==> src/rtl/axi_rd_burst_engine_if.sv <==
// AXI read-slave AR/R channel bundle.
// master drives AR and RREADY, slave drives ARREADY and R.
interface axi_rd_burst_engine_if #(
  parameter int ADDR_W = 32,
  parameter int DATA_W = 32,
  parameter int ID_W   = 2
);
  logic [ID_W-1:0]   ARID;
  logic [ADDR_W-1:0] ARADDR;
  logic [3:0]        ARLEN;
  logic [1:0]        ARSIZE;
  logic [1:0]        ARBURST;
  logic [1:0]        ARLOCK;
  logic              ARVALID;
  logic              ARREADY;
  logic [ID_W-1:0]   RID;
  logic [DATA_W-1:0] RDATA;
  logic [1:0]        RRESP;
  logic              RLAST;
  logic              RVALID;
  logic              RREADY;

  modport master (
    output ARID, ARADDR, ARLEN, ARSIZE,
    output ARBURST, ARLOCK, ARVALID,
    output RREADY,
    input  ARREADY,
    input  RID, RDATA, RRESP, RLAST, RVALID
  );

  modport slave (
    input  ARID, ARADDR, ARLEN, ARSIZE,
    input  ARBURST, ARLOCK, ARVALID,
    input  RREADY,
    output ARREADY,
    output RID, RDATA, RRESP, RLAST, RVALID
  );
endinterface

==> src/rtl/axi_rd_burst_engine.sv <==
// AXI read burst engine: AR -> per-beat memory reads -> R beats.
// Optional RD_EXCL_OKAY_EN: exclusive bursts answer EXOKAY.
module axi_rd_burst_engine #(
  parameter int ADDR_W    = 32,
  parameter int DATA_W    = 32,
  parameter int ID_W      = 2,
  parameter int MEM_AW    = 7,
  parameter int MEM_BYTES = 128
) (
  input  logic              ACLK,
  input  logic              ARESETn,
  axi_rd_burst_engine_if.slave axi,
  output logic [MEM_AW-1:0] mem_addr,
  output logic              mem_rd,
  input  logic [DATA_W-1:0] mem_rdata
);

  typedef enum logic [1:0] {
    IDLE,
    FETCH,
    CAPT,
    RESP
  } state_t;

  localparam logic [1:0] RS_OKAY   = 2'b00;
  localparam logic [1:0] RS_EXOKAY = 2'b01;
  localparam logic [1:0] RS_SLVERR = 2'b10;
  localparam logic [1:0] RS_DECERR = 2'b11;

  localparam logic [ADDR_W-1:0] MEM_TOP =
    ADDR_W'(MEM_BYTES);

  state_t            state;
  logic [ID_W-1:0]   id_q;
  logic [ADDR_W-1:0] addr_q;
  logic [3:0]        len_q;
  logic [1:0]        size_q;
  logic [1:0]        burst_q;
  logic [1:0]        lock_q;
  logic [3:0]        cnt_q;
  logic              berr_q;
  logic              rd_q;

  logic [ADDR_W-1:0] ar_incr;
  logic              ar_wlen_ok;
  logic              ar_berr;
  logic              ar_rd;

  logic [ADDR_W-1:0] incr;
  logic [ADDR_W-1:0] bound;
  logic [ADDR_W-1:0] nxt_addr;
  logic              nxt_rd;
  logic [1:0]        ok_code;

  // Burst-level legality of the incoming AR request.
  always_comb begin
    ar_incr    = ADDR_W'(1) << axi.ARSIZE;
    ar_wlen_ok = 1'b0;
    unique case (1'b1)
      axi.ARLEN == 4'd1:  ar_wlen_ok = 1'b1;
      axi.ARLEN == 4'd3:  ar_wlen_ok = 1'b1;
      axi.ARLEN == 4'd7:  ar_wlen_ok = 1'b1;
      axi.ARLEN == 4'd15: ar_wlen_ok = 1'b1;
      default:            ar_wlen_ok = 1'b0;
    endcase
    ar_berr = (axi.ARSIZE == 2'd3)
            | (axi.ARBURST == 2'd3);
    if (axi.ARBURST == 2'd2) begin
      ar_berr = ar_berr | ~ar_wlen_ok
              | ((axi.ARADDR & (ar_incr - 1'b1)) != '0);
    end
    ar_rd = ~ar_berr & (axi.ARADDR < MEM_TOP);
  end

  // Next beat address and whether it may be read.
  always_comb begin
    incr  = ADDR_W'(1) << size_q;
    bound = ADDR_W'({1'b0, len_q} + 5'd1) << size_q;
    nxt_addr = addr_q;
    unique case (1'b1)
      burst_q == 2'd1:
        nxt_addr = (addr_q & ~(incr - 1'b1)) + incr;
      burst_q == 2'd2:
        nxt_addr = (addr_q & ~(bound - 1'b1))
                 | ((addr_q + incr) & (bound - 1'b1));
      default:
        nxt_addr = addr_q;
    endcase
    nxt_rd = ~berr_q & (nxt_addr < MEM_TOP);
  end

`ifdef RD_EXCL_OKAY_EN
  assign ok_code = (lock_q == 2'b01) ? RS_EXOKAY
                                     : RS_OKAY;
`else
  logic lock_unused;
  assign lock_unused = ^lock_q;
  assign ok_code     = RS_OKAY;
`endif

  // Burst sequencer: accept, fetch, capture, hand out one beat.
  always_ff @(posedge ACLK or negedge ARESETn) begin
    if (!ARESETn) begin
      state      <= IDLE;
      id_q       <= '0;
      addr_q     <= '0;
      len_q      <= '0;
      size_q     <= '0;
      burst_q    <= '0;
      lock_q     <= '0;
      cnt_q      <= '0;
      berr_q     <= 1'b0;
      rd_q       <= 1'b0;
      axi.ARREADY <= 1'b0;
      axi.RVALID <= 1'b0;
      axi.RLAST  <= 1'b0;
      axi.RID    <= '0;
      axi.RRESP  <= RS_OKAY;
      axi.RDATA  <= '0;
      mem_rd     <= 1'b0;
      mem_addr   <= '0;
    end else begin
      mem_rd <= 1'b0;
      unique case (state)
        IDLE: begin
          axi.ARREADY <= 1'b1;
          if (axi.ARVALID && axi.ARREADY) begin
            id_q    <= axi.ARID;
            addr_q  <= axi.ARADDR;
            len_q   <= axi.ARLEN;
            size_q  <= axi.ARSIZE;
            burst_q <= axi.ARBURST;
            lock_q  <= axi.ARLOCK;
            cnt_q   <= '0;
            berr_q  <= ar_berr;
            rd_q    <= ar_rd;
            mem_rd  <= ar_rd;
            if (ar_rd) begin
              mem_addr <= axi.ARADDR[MEM_AW-1:0];
            end
            axi.ARREADY <= 1'b0;
            state <= FETCH;
          end
        end
        FETCH: begin
          state <= CAPT;
        end
        CAPT: begin
          axi.RDATA <= rd_q ? mem_rdata : '0;
          if (berr_q) begin
            axi.RRESP <= RS_SLVERR;
          end else if (!rd_q) begin
            axi.RRESP <= RS_DECERR;
          end else begin
            axi.RRESP <= ok_code;
          end
          axi.RLAST  <= (cnt_q == len_q);
          axi.RID    <= id_q;
          axi.RVALID <= 1'b1;
          state <= RESP;
        end
        RESP: begin
          if (axi.RREADY) begin
            axi.RVALID <= 1'b0;
            if (axi.RLAST) begin
              axi.ARREADY <= 1'b1;
              state <= IDLE;
            end else begin
              cnt_q  <= cnt_q + 4'd1;
              addr_q <= nxt_addr;
              rd_q   <= nxt_rd;
              mem_rd <= nxt_rd;
              if (nxt_rd) begin
                mem_addr <= nxt_addr[MEM_AW-1:0];
              end
              state <= FETCH;
            end
          end
        end
      endcase
    end
  end

endmodule

==> src/flat_wrapper.sv <==
// flat-port wrapper written by rule: the top's interface ports become plain ports
module axi_rd_burst_engine_flat 
#(
  parameter int ADDR_W    = 32,
  parameter int DATA_W    = 32,
  parameter int ID_W      = 2,
  parameter int MEM_AW    = 7,
  parameter int MEM_BYTES = 128
)
  (ACLK, ARESETn, mem_addr, mem_rd, mem_rdata, axi_ARID, axi_ARADDR, axi_ARLEN, axi_ARSIZE, axi_ARBURST, axi_ARLOCK, axi_ARVALID, axi_RREADY, axi_ARREADY, axi_RID, axi_RDATA, axi_RRESP, axi_RLAST, axi_RVALID);
  axi_rd_burst_engine_if #(.ADDR_W(ADDR_W), .DATA_W(DATA_W), .ID_W(ID_W)) axi_i ();
  input  logic ACLK;
  input  logic ARESETn;
  output logic [MEM_AW-1:0] mem_addr;
  output logic mem_rd;
  input  logic [DATA_W-1:0] mem_rdata;
  input wire logic [$bits(axi_i.ARID)-1:0] axi_ARID;
  input wire logic [$bits(axi_i.ARADDR)-1:0] axi_ARADDR;
  input wire logic [$bits(axi_i.ARLEN)-1:0] axi_ARLEN;
  input wire logic [$bits(axi_i.ARSIZE)-1:0] axi_ARSIZE;
  input wire logic [$bits(axi_i.ARBURST)-1:0] axi_ARBURST;
  input wire logic [$bits(axi_i.ARLOCK)-1:0] axi_ARLOCK;
  input wire logic [$bits(axi_i.ARVALID)-1:0] axi_ARVALID;
  input wire logic [$bits(axi_i.RREADY)-1:0] axi_RREADY;
  output wire logic [$bits(axi_i.ARREADY)-1:0] axi_ARREADY;
  output wire logic [$bits(axi_i.RID)-1:0] axi_RID;
  output wire logic [$bits(axi_i.RDATA)-1:0] axi_RDATA;
  output wire logic [$bits(axi_i.RRESP)-1:0] axi_RRESP;
  output wire logic [$bits(axi_i.RLAST)-1:0] axi_RLAST;
  output wire logic [$bits(axi_i.RVALID)-1:0] axi_RVALID;
  assign axi_i.ARID = axi_ARID;
  assign axi_i.ARADDR = axi_ARADDR;
  assign axi_i.ARLEN = axi_ARLEN;
  assign axi_i.ARSIZE = axi_ARSIZE;
  assign axi_i.ARBURST = axi_ARBURST;
  assign axi_i.ARLOCK = axi_ARLOCK;
  assign axi_i.ARVALID = axi_ARVALID;
  assign axi_i.RREADY = axi_RREADY;
  assign axi_ARREADY = axi_i.ARREADY;
  assign axi_RID = axi_i.RID;
  assign axi_RDATA = axi_i.RDATA;
  assign axi_RRESP = axi_i.RRESP;
  assign axi_RLAST = axi_i.RLAST;
  assign axi_RVALID = axi_i.RVALID;
  axi_rd_burst_engine #(.ADDR_W(ADDR_W), .DATA_W(DATA_W), .ID_W(ID_W), .MEM_AW(MEM_AW), .MEM_BYTES(MEM_BYTES)) u_core (.ACLK(ACLK), .ARESETn(ARESETn), .axi(axi_i), .mem_addr(mem_addr), .mem_rd(mem_rd), .mem_rdata(mem_rdata));
endmodule
==> config.mk <==
export PLATFORM = sky130hd
export DESIGN_NAME = axi_rd_burst_engine_flat
export DESIGN_NICKNAME = d
export VERILOG_FILES = /design/src/rtl/axi_rd_burst_engine_if.sv /design/src/rtl/axi_rd_burst_engine.sv /design/src/flat_wrapper.sv
export SDC_FILE = /design/constraint.sdc
export NUM_CORES = 1
export LEC_CHECK = 0
export BUFFER_PORTS_ARGS = -buffer_cell sky130_fd_sc_hd__buf_2
export CAP_MARGIN = 10
export CORE_MARGIN = 2
export CORE_UTILIZATION = 35
export DETAILED_ROUTE_END_ITERATION = 6
export GPL_TIMING_DRIVEN = 1
export PLACE_DENSITY = 0.56
export SKIP_LAST_GASP = 1
export SLEW_MARGIN = 10
export SYNTH_ARGS = -nofsm -noshare
export SYNTH_HDL_FRONTEND = slang
export SYNTH_SLANG_ARGS = --single-unit
==> constraint.sdc <==
create_clock -name ACLK -period 12.4 [get_ports ACLK]
set_input_delay 1.86 -clock ACLK [delete_from_list [all_inputs] [get_ports ACLK]]
set_output_delay 1.86 -clock ACLK [all_outputs]
set_load 0.05 [all_outputs]
Word-level counts from Yosys, hierarchy flattened
Index checks and enable logic that the tools add are counted. W data, S select, Z words.

ROM bits: 0. Bits of input ports: 80. Memories kept: 0. Bits in registers: 97. Output and inout bits: 47. Bits in writable memories: 0. Bits in latches: 0. Logic and storage cells: 113.

Shift operators: 3. $mul: 0. Bitwise operators: 15. Reduce and logical (&&, ||, !) cells: 12. Mux-type cells: 38. Equality and inequality tests: 19. Div/mod/pow operators: 0. Order comparisons: 2. Add/sub/neg operators: 7.

Operators with widths (count): $and A32 B32 Y32 (4); $mux W32 (4); $pmux W32 S2 (2); $sub A32 B1 Y32 const B (3); $add A32 B32 Y32 (2); $lt A32 B8 Y1 const B (2); $not A32 Y32 (2); $shl A1 B2 Y32 const A (2); $mux W7 (5); $or A32 B32 Y32 (1); $reduce_bool A32 Y1 (1); $shl A32 B2 Y32 (1); $pmux W7 S2 (1); $mux W1 (13); $eq A2 B2 Y1 const B (6); $mux W4 (3); $mux W2 (4); $ne A2 B1 Y1 const B (4); $pmux W1 S2 (4); $pmux W2 S4 (1); $pmux W4 S2 (1); $reduce_and A2 Y1 (3); $reduce_and A6 Y1 (1); $add A4 B1 Y5 const B (1); 17 further kinds (25).

Longest topological paths before layout
Gate-level depths: netlist (run 1).

Word-level depth: 13. Mapped depth: 19. Depth with buffers taken out: 16.

Worst setup path after synthesis (run 1)
Ideal clock, no wire load.

Path type: reg2reg. From: register u_core.size_q[0]. To: register u_core.mem_addr[3]. Stages on the path, launching flop included: 20. Path slack: 8001 ps. Path buffers: 4. Setup time: 125 ps. Clock period less this slack: 4399 ps. Arrival: 4274 ps. Data required time: 12275 ps. Cells stage by stage: dfrtp_1 buf_2 buf_2 clkbuf_1 or2_2 inv_1 ha_1 inv_1 fa_1 nand2b_1 a21oi_1 nand2_1 a2111oi_4 buf_6 a31oi_2 a211oi_2 nand4_1 nor4_4 a21oi_2 mux2_4.

Word-level cells in the longest chain between the ends: 10. Elaborated cells on any way between the ends: 21. Classes of those cells: add/sub: 4; order compare: 1; eq/ne: 1; shift: 2; mux: 5; bitwise: 7; reduce/logical: 1.

RTL lines: start, declared (line axi_rd_burst_engine.sv:37) `logic [1:0] size_q;`; start signal, assigned (line axi_rd_burst_engine.sv:131) `size_q <= axi.ARSIZE;`; $shl A1 B2 Y32 or $shl A32 B2 Y32 (tied branches) (line axi_rd_burst_engine.sv:77, axi_rd_burst_engine.sv:78); $sub A32 B1 Y32 (on tied branches) (line axi_rd_burst_engine.sv:82, axi_rd_burst_engine.sv:84, axi_rd_burst_engine.sv:85); $not A32 Y32 (on tied branches) (line axi_rd_burst_engine.sv:82, axi_rd_burst_engine.sv:84); $and A32 B32 Y32 (on tied branches) (line axi_rd_burst_engine.sv:82, axi_rd_burst_engine.sv:84); $add A32 B32 Y32 or $or A32 B32 Y32 (tied branches) (line axi_rd_burst_engine.sv:82, axi_rd_burst_engine.sv:85); $pmux W32 S2 * (line axi_rd_burst_engine.sv:80) `unique case (1'b1)`; $lt A32 B8 Y1 or $mux W7 (tied branches) (line axi_rd_burst_engine.sv:89, axi_rd_burst_engine.sv:173); $and A1 B1 Y1 or $mux W7 (tied branches) (line axi_rd_burst_engine.sv:89, axi_rd_burst_engine.sv:165); $ne A2 B1 Y1 (no line) or $mux W7 (tied branches); $reduce_and A6 Y1 (no line) or $pmux W7 S2 (tied branches); end signal, assigned (line axi_rd_burst_engine.sv:139) `mem_addr <= axi.ARADDR[MEM_AW-1:0];`; end signal, assigned (line axi_rd_burst_engine.sv:174) `mem_addr <= nxt_addr[MEM_AW-1:0];`; end, declared (line axi_rd_burst_engine.sv:13) `output logic [MEM_AW-1:0] mem_addr,`.

Mark *: on every way between the ends. The rest lies on a longest branch, timed or not. The select of a mux whose other input is x is not followed. A chain may end at the register's enable or synchronous reset.

Final worst setup path (run 1)
Same ends and word-level chain as after synthesis.

==> results of run 1 <==
-- how the worst max path moves through the flow --
stage | end | cells after the start
after floorplan | u_core.mem_addr[3] | 19
after global placement | u_core.mem_addr[1] | 13
after detailed placement | u_core.mem_addr[3] | 13
after CTS | u_core.mem_addr[3] | 13
after global routing | u_core.mem_addr[4] | 13
final | u_core.mem_addr[3] | 13
-- power by group --
part | internal (mW) | switching, mW
Clock | 0.204 | 0.129
Combinational | 0.578 | 1.20
Sequential | 0.469 | 0.229
Total | 1.25 | 1.55
-- registers in the layout, summed over array words and instances (netlist names), 2 cells and up --
register	flops
u_core.size_q	2
u_core.addr_q	32
u_core.axi.RID	2
u_core.mem_addr	7
u_core.burst_q	2
u_core.state	2
u_core.axi.RRESP	2
u_core.len_q	4
u_core.id_q	2
u_core.axi.RDATA	32
u_core.cnt_q	4
-- final cells by class --
| class | count | share of cell area (%) |
|---|---|---|
| multi-input combinational | 732 | 54.40 |
| clock buffer | 11 | 2.727 |
| sequential | 97 | 27.27 |
| timing repair buffer | 134 | 7.844 |
| inverter | 62 | 2.615 |
| tap | 280 | 3.936 |
| clock inverter | 5 | 1.209 |
-- worst register-to-register path, cell delays in order, from the launching register on --
cell and delay [ns]:
dfrtp_1 0.93, nor2b_1 0.27, inv_1 0.11, ha_1 0.24
nand2b_1 0.64, o2111ai_1 0.41, a211oi_1 0.97, nand2_1 0.26
o311ai_0 0.39, a211oi_1 0.12, nand4_1 0.28, nor4_4 0.11
a21oi_2 0.62, mux2_4 0.36
-- per-stage QoR --
step	total power, mW	std cells
final	2.805	1321
after global routing	3.027	1321
after CTS	2.799	1321
after detailed placement	2.456	1305
after global placement	2.436	1305
after floorplan	1.990	972
-- per-layer routing --
metal | GRT usage [%] | vias up
met5 | 0 | -
met4 | 5.592 | 0
met3 | 4.284 | 44
met2 | 34.43 | 315
met1 | 31.37 | 3743
li1 | - | 3720
-- cells by family after synthesis --
family                     count (synthesis)  synth area share (%)
and+or+nand+nor                          363                 25.29
AOI/OAI and AO/OA                        286                 24.66
buffers and inverters                    143                 7.396
DFF                                       97                 30.99
muxes                                     40                 5.703
adders and majority gates                 22                 3.610
xor gates and xnor gates                  21                 2.348
-- synthesized netlist by cell type (17+ instances only) --
cell and number:
nand4_1 23, a21oi_1 59, o211ai_1 18, o21ai_0 86, clkbuf_1 56, nand2_1 75
nor3b_1 28, inv_1 62, nand3_1 56, nor4_1 17, nor2_1 60, mux2_2 21
nor3_1 22, dfrtp_1 97, ha_1 21
==> out/summary.txt, run 1 <==
Status - complete, no violations
Peak supply drop - 0.2039 mV
Final core occ - 40.66%
Wl on met1 - 11760 µm
Synth area leader - dfrtp_1
CTS buffer count - 9
Hold Buf Count CTS - 0
Post-DP HPWL - 18480 µm
Met3 WL - 1968 µm
Post-synth cell types - 87
Syn Area/Cell - 8.058 µm²
Period minus WS final - 5.788 ns
Pre-CTS WS - 6.772 ns
Ys async rst share - 100.0%
Die Ht - 153.6 µm
Wire length on met2 - 11680 µm
Sequential cell area - 2427 µm²
Min-delay src - u_core.mem_addr[3]
CP Class - flop to flop
Largest net degree at the start of global routing - 67
Reg2reg path depth - 13
Vias - 7822
Post-DP Area - 8551 µm²
Hold slack - 0.5121 ns
Boundary Pins - 127
Leak - 3.693 nW
Worst endpoint required time - 12.64 ns
GPL Wtd Cong - 0.9467
PortBufs - 124
GRT Overall Usage - 22.05%
FF+latch count, synth - 97
Die width - 153.6 µm
Synth top area share - 30.99%
CP max FO - 29
Vias in the first global route - 7422
Final WS setup - 6.612 ns
Fill cells - 2272
DRC Markers - 0
Rel. slew slack - 28.93%
Clk root buf - clkbuf_16
Clk slew on worst S/H paths - 0.07 ns
Critical path startpoint - u_core.size_q[0]
CP max stage delay - 0.97 ns
Max H-tree Level - 3
Most common cell after layout, fill and taps aside - buf_2
Skew-Pair Late Insertion Delay - 0.36 ns
Pwr dens - 315.1 nW/µm²
WL per Instance - 19.63 µm
Max cap viols - 0
Most used cell, CP - a211oi_1
Share of cells above drive strength 1 - 19.12%
DRT Pass-1 Iters - 7
Clock buffer depth - 2
GRT overflow - 0
CTS sink count - 97
Initial core utilization - 35.78%
Final Hold Vio Count - 0
Clk_skew - 0.01055 ns
Reg2reg start - u_core.size_q[0]
Commonest cells after routing, fill and taps aside - 123 x buf_2, 97 x dfrtp_1, 86 x o21ai_0
Die ar. - 23590 µm²
Final nets - 1138
Worst Path Arrival - 6.03 ns
Critical path, cell by cell - nor2b_1 -> inv_1 -> ha_1 -> nand2b_1 -> o2111ai_1 -> a211oi_1 -> nand2_1 -> o311ai_0 -> a211oi_1 -> nand4_1 -> nor4_4 -> a21oi_2 -> mux2_4
Setup slack, reg-to-reg - 6.61 ns
Ys Warns - 0
Post-synth net total - 1074
Critical path capture point type - flop
Iter 0 DRT Violations - 859
Setup violators final - 0
Row cnt - 54
Buf+Inv Stages, Crit Path - 1
Setup crit start kind - flop
Multi-input logic area - 4842 µm²
Total Neg Setup Slack - 0 ns
Post-detailed-route count of antenna-violating nets - 0
Dominant cells by area after synthesis - dfrtp_1 31%, o21ai_0 5.5%, a21oi_1 3.8%
Vias per cell - 5.921
Slew Viols, Final - 0
Unrepaired setup endpoints after global routing - no
FF-to-FF End - u_core.mem_addr[3]
CP top delay family - compound AO/OA/AOI/OAI gates
Post-CTS setup buffers - 0
Slew @ Worst Pin - 1.060 ns
Hold depth - 1
P&R area growth vs syn - 13.64%
Post-synth top flop - dfrtp_1
Post-Syn Instances - 972
Core region area - 21890 µm²
Resized Gates After CTS - 0
Fmax - 172.8 MHz
First-pass GRT wire length - 41900 µm
Top layer reached by signal wires - met4
Fin area - 8901 µm²
Fin crit share - 46.68%
Ant diodes - 0
Initial antenna violation count - 0
CTS tree - done
EDFF count, synth - 0
Hold WC Path Type - flop to flop
Sequential area share after synthesis - 30.99%
WL final - 25930 µm
Slowest CP cell - a211oi_1
Worst Hold End - u_core.mem_addr[3]
Syn Std Cell Area - 7833 µm²
Note: power is estimated with default switching activity, not from simulation.
==> run 2, diff against run 1 <==
PLACE_DENSITY = 0.58   (was 0.56)
clock period = 5.11 ns   (was 12.4 ns; I/O delays follow)
==> run 2 against run 1 <==
Net effect: maximum frequency grew 20%; critical path type unchanged; via count grew 1.5%; largest power group unchanged; largest cell class unchanged; routed wire length grew 2.0%.
==> out/summary.txt, run 2 (synthesized netlist as in run 1, its figures left out) <==
Vias per cell - 5.916
Unrepaired setup endpoints after global routing - no
Fmax - 207.2 MHz
DRC Markers - 0
Clk slew on worst S/H paths - 0.07 ns
GPL Wtd Cong - 0.9042
DRT Pass-1 Iters - 6
Setup slack, reg-to-reg - 0.28 ns
Sequential fraction of design power - 23.5%
Pwr dens - 765.2 nW/µm²
Final nets - 1159
Skew-Pair Late Insertion Delay - 0.36 ns
Initial antenna violation count - 0
CP max FO - 7
Final core occ - 41.24%
Rel. slew slack - 31.30%
CTS tree - done
Initial core utilization - 35.78%
Peak supply drop - 0.4145 mV
CTS sink count - 97
Largest net degree at the start of global routing - 68
Sw Ratio - 55.45%
Die ar. - 23590 µm²
Gate power share - 65.5%
CP max stage delay - 0.54 ns
WL per Instance - 19.71 µm
Min-delay src - u_core.id_q[0]
Core region area - 21890 µm²
Commonest cells after routing, fill and taps aside - 123 x buf_2, 97 x dfrtp_1, 86 x o21ai_0
Share of cells above drive strength 1 - 20.62%
Iter 0 DRT Violations - 930
Final Hold Vio Count - 0
Setup crit start kind - flop
CP top delay family - simple AND/OR/NAND/NOR gates
Critical path, cell by cell - ha_1 -> xnor2_1 -> o211ai_1 -> or4_1 -> nand2_1 -> and2_1 -> ha_1 -> nand3_1 -> nor4_2 -> mux2i_1 -> a2111oi_1 -> and3_1 -> nand4_1 -> nor4_4 -> a21oi_2 -> buf_4 -> mux2_4
Clk root buf - clkbuf_16
FF-to-FF End - u_core.mem_addr[3]
Most used cell, CP - ha_1
Clock buffer depth - 2
PortBufs - 124
Leak - 3.774 nW
Vias in the first global route - 7413
Post-DP HPWL - 19210 µm
Internal power - 3.077 mW
Row cnt - 54
First-pass GRT wire length - 41500 µm
GRT overflow - 0
Clock share of power - 11.0%
Period minus WS final - 4.826 ns
Ant diodes - 0
Non-filler cells in the finished layout - 1342
WL final - 26450 µm
Most common cell after layout, fill and taps aside - buf_2
Die width - 153.6 µm
Setup violators final - 0
Boundary Pins - 127
Max H-tree Level - 3
Placed Cells - 1326
Clk_skew - 0.007729 ns
Total Neg Setup Slack - 0 ns
Fill cells - 2273
P&R area growth vs syn - 15.26%
Hold WC Path Type - flop to flop
Buf+Inv Stages, Crit Path - 1
GRT Overall Usage - 21.92%
Slowest CP cell - or4_1
CTS buffer count - 9
Worst Path Arrival - 5.07 ns
Slew Viols, Final - 0
Reg2reg start - u_core.len_q[1]
Slew @ Worst Pin - 1.031 ns
Max cap viols - 0
Fin crit share - 94.44%
Status - complete, no violations
Die Ht - 153.6 µm
Reg2reg path depth - 17
Worst Hold End - u_core.axi.RID[0]
Worst endpoint required time - 5.36 ns
CP Class - flop to flop
Vias - 7939
Switching pwr - 3.831 mW
Critical path capture point type - flop
Largest regs - u_core.addr_q: 32 flops, u_core.axi.RDATA: 32 flops, u_core.mem_addr: 7 flops
Hold depth - 1
Post-detailed-route count of antenna-violating nets - 0
## run 2: cell types whose count changed in the layout (fill, tap and decap cells not counted)
cell	before	now
a2111oi_0	7	6
buf_4	11	32
clkinvlp_4	0	1
bufinv_16	3	2
clkbuf_1	1	2
clkbuf_8	1	0
a2111oi_1	0	1
## run 2: through the flow
step | power, mW | hold slack, ns | cell area (µm²) | worst slack, ns
2_1_floorplan | 4.830 | 0.4709 | 7833 | 0.7111
3_3_place_gp | 6.031 | 0.4861 | 8708 | 0.3304
3_5_place_dp | 6.088 | 0.4879 | 8708 | 0.2430
4_1_cts | 6.866 | 0.5044 | 9026 | 0.2235
5_1_grt | 7.427 | 0.5213 | 9027 | 0.02982
6_report | 6.908 | 0.4979 | 9027 | 0.2839
## run 2: area by class of cell
class                           count  area [µm²]  share of cell area [%]
Clock buffer                       11       232.7                   2.578
Timing Repair Buffer              155       855.8                   9.480
Sequential cell                    97        2427                   26.89
Inverter                           62       232.7                   2.578
Tap cell                          280       350.3                   3.881
Multi-Input combinational cell    732        4843                   53.65
Clock inverter                      5       85.08                  0.9425
## run 2: worst max path at each step
| stage | start | to | slack, ns | depth (start not counted) |
|---|---|---|---|---|
| floorplan | u_core.size_q[0] | u_core.mem_addr[3] | 0.71 | 19 |
| global placement | u_core.len_q[1] | u_core.mem_addr[4] | 0.33 | 17 |
| detailed placement | u_core.len_q[1] | u_core.mem_addr[3] | 0.24 | 17 |
| CTS | u_core.len_q[1] | u_core.mem_addr[4] | 0.22 | 17 |
| global route | u_core.len_q[1] | u_core.mem_addr[4] | 0.03 | 17 |
| finish | u_core.len_q[1] | u_core.mem_addr[3] | 0.28 | 17 |
## run 2: power groups by stage
stage               clock network (mW)  logic [mW]  registers, mW
CTS                              0.778        4.48           1.60
floorplan                            0        2.91           1.92
detailed placement                   0        4.48           1.61
global route                     0.803        4.95           1.68
global placement                     0        4.43           1.60
finish                           0.760        4.53           1.62
## run 2: metal layers
metal	share of wire [%]	GRT usage, %
met1	46	31.90
met4	2.4	5.941
met5	0	0
met2	44	33.38
met3	7.7	4.059
## run 2: what timing repair did
item,CTS,global route
buffers inserted,0,0
setup endpoints to repair,0,3
resized for setup,0,1
hold buffers,0,0
endpoints found under the hold margin,0,0
